--- src/rtl/clk_counter_leds_pkg.sv ---
// Shared widths and types for the DE0-Nano LED counter demo.
package clk_counter_leds_pkg;

  localparam int unsigned COUNTER_W       = 32;
  localparam int unsigned LED_W           = 8;
  localparam int unsigned LED_LSB         = COUNTER_W - LED_W;
  localparam int unsigned RST_SYNC_STAGES = 2;

  typedef logic [COUNTER_W-1:0] counter_t;
  typedef logic [LED_W-1:0]     leds_t;

  // Top byte of the counter, shown on the LEDs.
  function automatic leds_t led_field(input counter_t cnt);
    return cnt[COUNTER_W-1:LED_LSB];
  endfunction

endpackage

--- src/rtl/clk_counter_leds_reset_sync.sv ---
// Active-low reset synchronizer: asserts asynchronously, releases after Stages clock edges.
module reset_sync #(
  parameter int unsigned Stages = 2  // must be >= 2
) (
  input  logic clk,
  input  logic rst_n_in,
  output logic rst_n_out
);

  logic [Stages-1:0] sync_q;

  always_ff @(posedge clk or negedge rst_n_in) begin
    if (!rst_n_in) begin
      sync_q <= '0;
    end else begin
      sync_q <= {sync_q[Stages-2:0], 1'b1};
    end
  end

  assign rst_n_out = sync_q[Stages-1];

endmodule

--- src/rtl/clk_counter_leds_top.sv ---
// Free-running 32-bit counter whose top byte drives the green LEDs.
// Optional 1 Hz heartbeat on LEDG[7] with CLK_COUNTER_LEDS_HEARTBEAT_EN defined.
module clk_counter_leds_top
  import clk_counter_leds_pkg::*;
#(
  parameter int  EXT_CLOCK_FREQ   = 50000000,
  parameter real EXT_CLOCK_PERIOD = 20.000
) (
  input  logic       EXTCLK,
  input  logic [1:0] KEY_n,
  output logic [7:0] LEDG
);

  localparam real unused_period = EXT_CLOCK_PERIOD;

  logic     rst_n_sync;
  counter_t clk_counter;

  reset_sync #(
    .Stages(RST_SYNC_STAGES)
  ) u_reset_sync (
    .clk      (EXTCLK),
    .rst_n_in (KEY_n[0]),
    .rst_n_out(rst_n_sync)
  );

  always_ff @(posedge EXTCLK or negedge rst_n_sync) begin
    if (!rst_n_sync) begin
      clk_counter <= '0;
    end else begin
      clk_counter <= clk_counter + counter_t'(1);
    end
  end

`ifdef CLK_COUNTER_LEDS_HEARTBEAT_EN
  localparam int unsigned HB_HALF = (EXT_CLOCK_FREQ / 2 > 0) ? EXT_CLOCK_FREQ / 2 : 1;
  localparam int unsigned HB_W    = (HB_HALF > 1) ? $clog2(HB_HALF) : 1;

  logic [HB_W-1:0] heartbeat_cnt;
  logic            heartbeat;

  always_ff @(posedge EXTCLK or negedge rst_n_sync) begin
    if (!rst_n_sync) begin
      heartbeat_cnt <= '0;
      heartbeat     <= 1'b0;
    end else if (heartbeat_cnt == HB_W'(HB_HALF - 1)) begin
      heartbeat_cnt <= '0;
      heartbeat     <= ~heartbeat;
    end else begin
      heartbeat_cnt <= heartbeat_cnt + HB_W'(1);
    end
  end

  // Holding KEY_n[1] lights LEDG[7] as a button indicator.
  always_comb begin
    LEDG    = led_field(clk_counter);
    LEDG[7] = heartbeat | ~KEY_n[1];
  end
`else
  localparam int unused_freq = EXT_CLOCK_FREQ;
  logic unused_key;

  assign unused_key = KEY_n[1];

  always_comb begin
    LEDG = led_field(clk_counter);
  end
`endif

endmodule

--- config.mk ---
export PLATFORM = sky130hd
export DESIGN_NAME = clk_counter_leds_top
export DESIGN_NICKNAME = d
export VERILOG_FILES = /design/src/rtl/clk_counter_leds_pkg.sv /design/src/rtl/clk_counter_leds_reset_sync.sv /design/src/rtl/clk_counter_leds_top.sv
export SDC_FILE = /design/constraint.sdc
export NUM_CORES = 1
export LEC_CHECK = 0
export CAP_MARGIN = 5
export CORE_MARGIN = 2
export CORE_UTILIZATION = 55
export CTS_CLUSTER_SIZE = 30
export DETAILED_ROUTE_END_ITERATION = 6
export PLACE_DENSITY_LB_ADDON = 0.1
export SLEW_MARGIN = 20
export SYNTH_ARGS = -nofsm -noshare
export SYNTH_HDL_FRONTEND = slang
export SYNTH_SLANG_ARGS = --single-unit
--- constraint.sdc ---
create_clock -name EXTCLK -period 1.2 [get_ports EXTCLK]
set_input_delay 0.24 -clock EXTCLK [delete_from_list [all_inputs] [get_ports EXTCLK]]
set_output_delay 0.24 -clock EXTCLK [all_outputs]
set_load 0.02 [all_outputs]
# --- Yosys cells after proc, flatten, opt, wreduce, memory -nomap -nowiden ---
# Index checks and enable logic that the tools add are counted.
op_classes:
  addsub: 1
ops:
  columns: ["operator", "n"]
  rows:
  - ["adder 32 x 1 -> 32 bit, second input constant", 1]
totals:
  regBits: 34
  output_inout_bits: 8
  elab_cells: 3

# --- Depth between registers and ports, before layout ---
# Gate-level depths: netlist (run 1).
depth:
  ltp_word: 1
  ltp_mapped: 5
  mapped_depth_nobuf: 5

# --- By module ---
# Synthesis (run 1) repeated with hierarchy kept, for this count alone.
hier_totals:
  cells_unflattened: 138
  hier_area_um2: 1592.8
by_module_without_submodules:
  columns: ["module", "n_inst", "cells_each", "area_per_inst_um2", "seq_area_each_um2"]
  rows:
  - ["clk_counter_leds_top", 1, 135, 1539.0, 800.8]
  - ["reset_sync", 1, 3, 53.8, 50.0]

# --- Worst setup path after synthesis (run 1) ---
# OpenSTA, ideal clock, no wires.
synth_timing:
  path_type: "reg-to-reg"
  from: "register clk_counter[0]"
  to: "register clk_counter[20]"
  arrival_time_ns: 1.370
  required_ns: 1.077
  path_slack_ns: -0.293
  path_stages_with_launch: 6
  period_less_slack_ns: 1.493
  cell_sequence: "dfrtp_1 > ha_1 > nand3_2 > nor3_2 > nand4_1 > xnor2_1"
synth_between:
  elab_chain_cells: 1
synth_rtl:
  columns: ["item", "line", "source"]
  rows:
  - ["start: declaration", "clk_counter_leds_top.sv:17", "counter_t clk_counter;"]
  - ["start signal: assignment", "clk_counter_leds_top.sv:31", "clk_counter <= clk_counter + counter_t'(1);"]
  - ["adder 32 x 1 -> 32 bit", "clk_counter_leds_top.sv:31", null]
# No other way between the ends.

# --- Worst setup path after layout (run 1) ---
layout_timing:
  from: "register clk_counter[6]"
  to: "register clk_counter[30]"
# The elaborated chain is that of the path after synthesis.

==> impl_metrics.csv, run 1 <==
group,metric,value,unit
cells_and_area,diodes,0,
synthesis,yosysTopAreaCell,"dfrtp_1",
synthesis,synth_top_area_frac,0.537,
detailed_routing,dr_total_vias,1265,
detailed_routing,wl,3790,um
power_and_ir_drop,comb_power_share,0.014,
synthesis,yosysSeqAreaShare,0.537,
sta,rsz0062_at_grt,"yes",
power_and_ir_drop,clkPwrFrac,0.400,
synthesis,synth-adder-area-share,0.00790,
synthesis,synth-xor-area-share,0.166,
setup_path,worstPathArrival,1.69,ns
synthesis,synth_cell_types,21,
power_and_ir_drop,p_leak,1.28,nW
setup_path,critical_path_class,"flip-flop to flip-flop",
global_routing,grtUsageTotal,0.245,
power_and_ir_drop,p_per_area,823,mW/mm^2
clock_tree,cts_buffers,5,
global_routing,grt_pass1_wl,6080,um
sta,timing.hold.ws,0.0543,ns
setup_path,ff2ff_setup_slack,-0.24,ns
floorplanning,core-area,0.00276,sq mm
floorplanning,io_pins,11,
power_and_ir_drop,switching_share,0.207,
outcome,status,"complete, but fails checks",
setup_path,crit_required,1.45,ns
cells_and_area,final_common_cell,"buf_4",
synthesis,synthTopCellsByArea,"dfrtp_1, xnor2_1, xor2_1",
detailed_routing,routedWlPerCell,16.1,um
placed_design,gp_congestion,0.827,
detailed_routing,route.met2.wl,2000,um
clock_tree,clk_latency,0.34,ns
sta,setup_viol,24,
setup_path,worstPathMaxFanout,5,
clock_tree,htreeDepth,2,
hold_path,min_path_type,"primary input to asynchronous set/reset pin",
sta,final_hold_viol_count,0,
synthesis,synth_compound_area_frac,0,
detailed_routing,met3WireLength,132,um
detailed_routing,drt-initial-drc-count,22,
global_routing,overflow,0,
cells_and_area,nets,208,
floorplanning,start_util,0.574,
sta,setup_ws,-0.242,ns
power_and_ir_drop,sequentialPowerShare,0.586,
clock_tree,root_buffer,"clkbuf_4",
global_routing,grt_max_degree,33,
sta,slew_viol_final,0,
synthesis,synth_area,0.00158,sq mm
clock_tree,cts_tree,"built",
synthesis,yosys_warnings,0,
sta,fin_crit,1.44,ns
placed_design,io_buffers,9,
power_and_ir_drop,worst_ir_drop_vdd,939,uV
synthesis,synthCells,136,
sta,max_freq,0.693,GHz
floorplanning,die_h,57.7,um
sta,fin_crit_sh,1.20,
cells_and_area,mostFrequentLayoutCells,"buf_4, dfrtp_1, xnor2_1",
synthesis,synth_top_family_by_area,"simple AND/OR/NAND/NOR gates",
setup_path,r2r_cells,4,
synthesis,synth_seq_cells,34,
synthesis,synth_fp_nets,140,
detailed_routing,route.detailed.drc,0,
setup_path,cp-start-kind,"flip-flop",
detailed_routing,drt-vias-per-instance,5.36,
sta,finalClockSkew,0.00633,ns
setup_path,endpoint_kind,"flip-flop",
global_routing,antenna_found_initial,0,
setup_path,reg2reg_from,"clk_counter[6]$_DFF_PN0_",
outcome,violations,"setup timing",
synthesis,synth.avg_cell_area,11.6,sq um
synthesis,yosys.area_share.simple,0.236,
clock_tree,cts_buffer_depth,2,
floorplanning,die_w,57.7,um
floorplanning,dieArea,0.00333,sq mm
power_and_ir_drop,switchingPower,0.000407,W
placed_design,dp.cells,213,
clock_tree,clk_transition_reported_paths,0.10,ns
clock_tree,clock-sinks,34,
setup_path,rr_endpoint,"clk_counter[30]$_DFF_PN0_",
floorplanning,rows,19,
placed_design,dp_hpwl,2240,um
synthesis,synth_mux_area_frac,0,
cells_and_area,drive_above_1_share,0.546,
global_routing,grt_pass1_vias,1262,
detailed_routing,dr.pass1.iters,4,
cells_and_area,instances_no_fill,236,
detailed_routing,drt-met1-wl,1580,um
detailed_routing,ant_nets,0,
detailed_routing,top_layer_used,"met4",
flow_run,maxCapViolCount,0,
cells_and_area,syn2layout_area_growth,50.4,%
power_and_ir_drop,p_int,0.00155,W
Yosys cell counts:
cell type	number
nor3_2	1
nor3_1	4
xor2_1	11
nand4_1	14
and3_1	3
conb_1	1
dfrtp_1	34
nand4_4	1
nand2_1	10
buf_4	9
inv_1	2
and4_2	1
and4_1	5
ha_1	1
and2_1	5
nand3_1	7
nor4_2	3
nor2_1	3
buf_2	1
nand3_2	1
xnor2_1	19
critical path, stage by stage, from the launching register on:
cell	delay (ns)
dfrtp_1	0.40
and4_4	0.27
nand4_4	0.17
nor4_4	0.30
xor2_1	0.22
per-stage QoR:
stage	TNS, ns	utilization	setup WS (ns)	instance area, sq um	total power [W]
6_report	-3.17	0.864	-0.242	2380	0.00196
5_1_grt	-4.81	0.864	-0.345	2380	0.00202
4_1_cts	-2.85	0.799	-0.182	2200	0.00197
3_5_place_dp	-3.43	0.745	-0.218	2060	0.00120
3_3_place_gp	-2.63	0.745	-0.164	2060	0.00120
2_1_floorplan	-2.33	-	-0.182	1660	0.00119
layout make-up:
cell class	count	area, sq um
multi-input combinational	90	838
inverter	2	7.51
clock buffer	8	78.8
sequential	34	851
tap	31	38.8
fill	145	375
timing repair buffer	71	568
cell families after synthesis:
group | Yosys count
DFF | 34
xor gates and xnor gates | 30
adders and majority gates | 1
buffers and inverters | 12
and+or+nand+nor | 58
other | 1
state kept, by name (all words and copies together), names as in the netlist:
register and cells:
u_reset_sync.sync_q 2, clk_counter 32
power groups by stage:
stage	logic [W]	registers, W	clock network, W
final	0.0000271	0.00115	0.000784
after global routing	0.0000317	0.00115	0.000835
after CTS	0.0000281	0.00115	0.000795
after detailed placement	0.0000280	0.00117	0
after global placement	0.0000272	0.00117	0
after floorplan	0.000000271	0.00119	0
timing repair:
item                       in CTS  in global routing
setup endpoints to repair      33                 26
hold endpoints to repair        0                  0
pin swaps                      23                 15
gates resized for setup        48                 26
hold buffers                    0                  0
buffers inserted                7                  8
worst max path at each step:
stage,start,end,slack [ns],depth (start not counted)
2_1_floorplan,clk_counter[0]$_DFF_PN0_,clk_counter[20]$_DFF_PN0_,-0.18,5
3_3_place_gp,clk_counter[6]$_DFF_PN0_,clk_counter[27]$_DFF_PN0_,-0.16,5
3_5_place_dp,clk_counter[1]$_DFF_PN0_,clk_counter[26]$_DFF_PN0_,-0.22,6
4_1_cts,clk_counter[6]$_DFF_PN0_,clk_counter[19]$_DFF_PN0_,-0.18,5
5_1_grt,clk_counter[8]$_DFF_PN0_,clk_counter[27]$_DFF_PN0_,-0.34,5
6_report,clk_counter[6]$_DFF_PN0_,clk_counter[30]$_DFF_PN0_,-0.24,4
metal layers:
metal  global-route usage  up-vias
met1                0.300      635
met3               0.0647       10
met2                0.414       18
met5                    0        -
met4               0.0930        0
li1                     -      602
Note: power is estimated with default switching activity, not from simulation.
==> run 2: changes to the inputs <==
--- a/config.mk
+++ b/config.mk
@@ -10,8 +10,8 @@
 export CORE_UTILIZATION = 55
 export CTS_CLUSTER_SIZE = 30
 export DETAILED_ROUTE_END_ITERATION = 6
-export PLACE_DENSITY_LB_ADDON = 0.1
-export SLEW_MARGIN = 20
+export PLACE_DENSITY = 0.74
+export SLEW_MARGIN = 10
 export SYNTH_ARGS = -nofsm -noshare
 export SYNTH_HDL_FRONTEND = slang
 export SYNTH_SLANG_ARGS = --single-unit
==> impl_metrics.csv, run 2 (synthesis results as in run 1) <==
group,metric,value,unit
placed_design,dp_hpwl,2430,um
sta,finalClockSkew,0.0123,ns
clock_tree,root_buffer,"clkbuf_4",
global_routing,antenna_found_initial,0,
power_and_ir_drop,worst_ir_drop_vdd,957,uV
sta,final_hold_viol_count,0,
global_routing,grt_pass1_vias,1396,
setup_path,ff2ff_setup_slack,-0.24,ns
global_routing,grt_max_degree,20,
setup_path,cp-start-kind,"flip-flop",
global_routing,overflow,0,
detailed_routing,route.detailed.drc,0,
clock_tree,cts_buffer_depth,2,
cells_and_area,nets,215,
placed_design,io_buffers,9,
sta,slew_viol_final,0,
sta,setup_ws,-0.245,ns
setup_path,endpoint_kind,"flip-flop",
setup_path,reg2reg_from,"clk_counter[0]$_DFF_PN0_",
sta,fin_crit_sh,1.20,
power_and_ir_drop,p_leak,1.32,nW
detailed_routing,dr_total_vias,1372,
sta,fin_crit,1.44,ns
cells_and_area,syn2layout_area_growth,52.1,%
clock_tree,htreeDepth,2,
clock_tree,cts_tree,"built",
outcome,status,"complete, but fails checks",
cells_and_area,n_fill_cell,129,
sta,setup_viol,27,
detailed_routing,drt-initial-drc-count,91,
outcome,violations,"setup timing",
global_routing,grtUsageTotal,0.257,
detailed_routing,routedWlPerCell,18.2,um
clock_tree,clk_latency,0.36,ns
floorplanning,core-area,0.00276,sq mm
clock_tree,cts_hold_buf,0,
floorplanning,io_pins,11,
setup_path,crit_required,1.45,ns
setup_path,r2r_cells,5,
sta,max_freq,0.692,GHz
floorplanning,die_h,57.7,um
cells_and_area,regMostFlops,"clk_counter",
clock_tree,clock-sinks,34,
setup_path,startpoint,"clk_counter[0]$_DFF_PN0_",
power_and_ir_drop,p_per_area,760,mW/mm^2
flow_run,maxCapViolCount,0,
global_routing,grt_pass1_wl,6270,um
detailed_routing,drt-vias-per-instance,5.69,
floorplanning,die_w,57.7,um
clock_tree,cts_buffers,5,
cells_and_area,fin_area,0.00241,sq mm
sta,rsz0062_at_grt,"yes",
setup_path,rr_endpoint,"clk_counter[23]$_DFF_PN0_",
cells_and_area,top_regs,"clk_counter (32), u_reset_sync.sync_q (2)",
detailed_routing,ant_nets,0,
floorplanning,rows,19,
cells_and_area,mostFrequentLayoutCells,"buf_4, dfrtp_1, xnor2_1",
setup_path,critical_path_class,"flip-flop to flip-flop",
setup_path,worstPathMaxFanout,5,
power_and_ir_drop,total_power,0.00183,W
placed_design,place_area,0.00209,sq mm
floorplanning,start_util,0.574,
cells_and_area,final_common_cell,"buf_4",
detailed_routing,dr.pass1.iters,6,
floorplanning,dieArea,0.00333,sq mm
cells_and_area,drive_above_1_share,0.562,
setup_path,worstPathArrival,1.70,ns
cells_and_area,largest_register_ffs,32,
hold_path,min_path_type,"primary input to asynchronous set/reset pin",
detailed_routing,wl,4400,um
placed_design,gp_congestion,0.773,
cells_and_area,diodes,0,
clock_tree,clk_transition_reported_paths,0.11,ns
[run 2: cell types whose count changed in the layout (fill, tap and decap cells not counted), sizes merged]
cell	delta
buf	+7
clkbuf	-2
[run 2: repair_timing]
item                                    in CTS  in global routing
pin swaps                                   31                 17
gates cloned                                 0                  0
setup buffers                                8                 10
resized for setup                           56                 18
endpoints found under the setup margin      33                 25
[run 2: stage by stage]
stage / hold WS [ns] / setup slack [ns] / cells / setup TNS [ns] / utilization
after global placement: 0.189 / -0.181 / 217 / -2.54 / 0.756
after CTS: 0.0322 / -0.171 / 231 / -2.45 / 0.817
after detailed placement: 0.190 / -0.266 / 217 / -3.74 / 0.756
after global routing: 0.0370 / -0.311 / 241 / -6.15 / 0.874
final: 0.0390 / -0.245 / 241 / -4.74 / 0.874
after floorplan: -0.0556 / -0.182 / 136 / -2.33 / -
[run 2: worst max-delay path by stage]
stage	to	slack, ns	cells past startpoint
finish	clk_counter[23]$_DFF_PN0_	-0.24	5
global route	clk_counter[28]$_DFF_PN0_	-0.31	5
CTS	clk_counter[29]$_DFF_PN0_	-0.17	5
detailed placement	clk_counter[26]$_DFF_PN0_	-0.27	5
global placement	clk_counter[26]$_DFF_PN0_	-0.18	5
floorplan	clk_counter[20]$_DFF_PN0_	-0.18	5
[run 2: layout make-up]
cell class	instances	area (sq um)	share of cell area
flip-flops and latches	34	851	0.353
multi-input cells	90	850	0.353
repair buffers	78	612	0.254
clock buffers	6	51.3	0.0213
well taps	31	38.8	0.0161
inverters	2	7.51	0.00312
[run 2: metal layers]
metal	vias up	share of wire	global-route usage
met3	19	0.060	0.0826
met5	-	0	0
li1	618	-	-
met1	675	0.37	0.296
met2	60	0.54	0.443
met4	0	0.035	0.103
[run 2: power breakdown]
group	total (W)	switching [W]	internal, W	leakage, nW
combinational	0.0000298	0.0000225	0.00000725	0.825
sequential	0.00115	0.00000124	0.00115	0.461
clock	0.000651	0.000388	0.000264	0.0302
[run 2: worst max-delay path: stages, from the launching register on]
cell and delay [ns]:
dfrtp_1 0.42, buf_4 0.13, and4_4 0.26, and4_4 0.27, nand4_1 0.13, xnor2_1 0.15
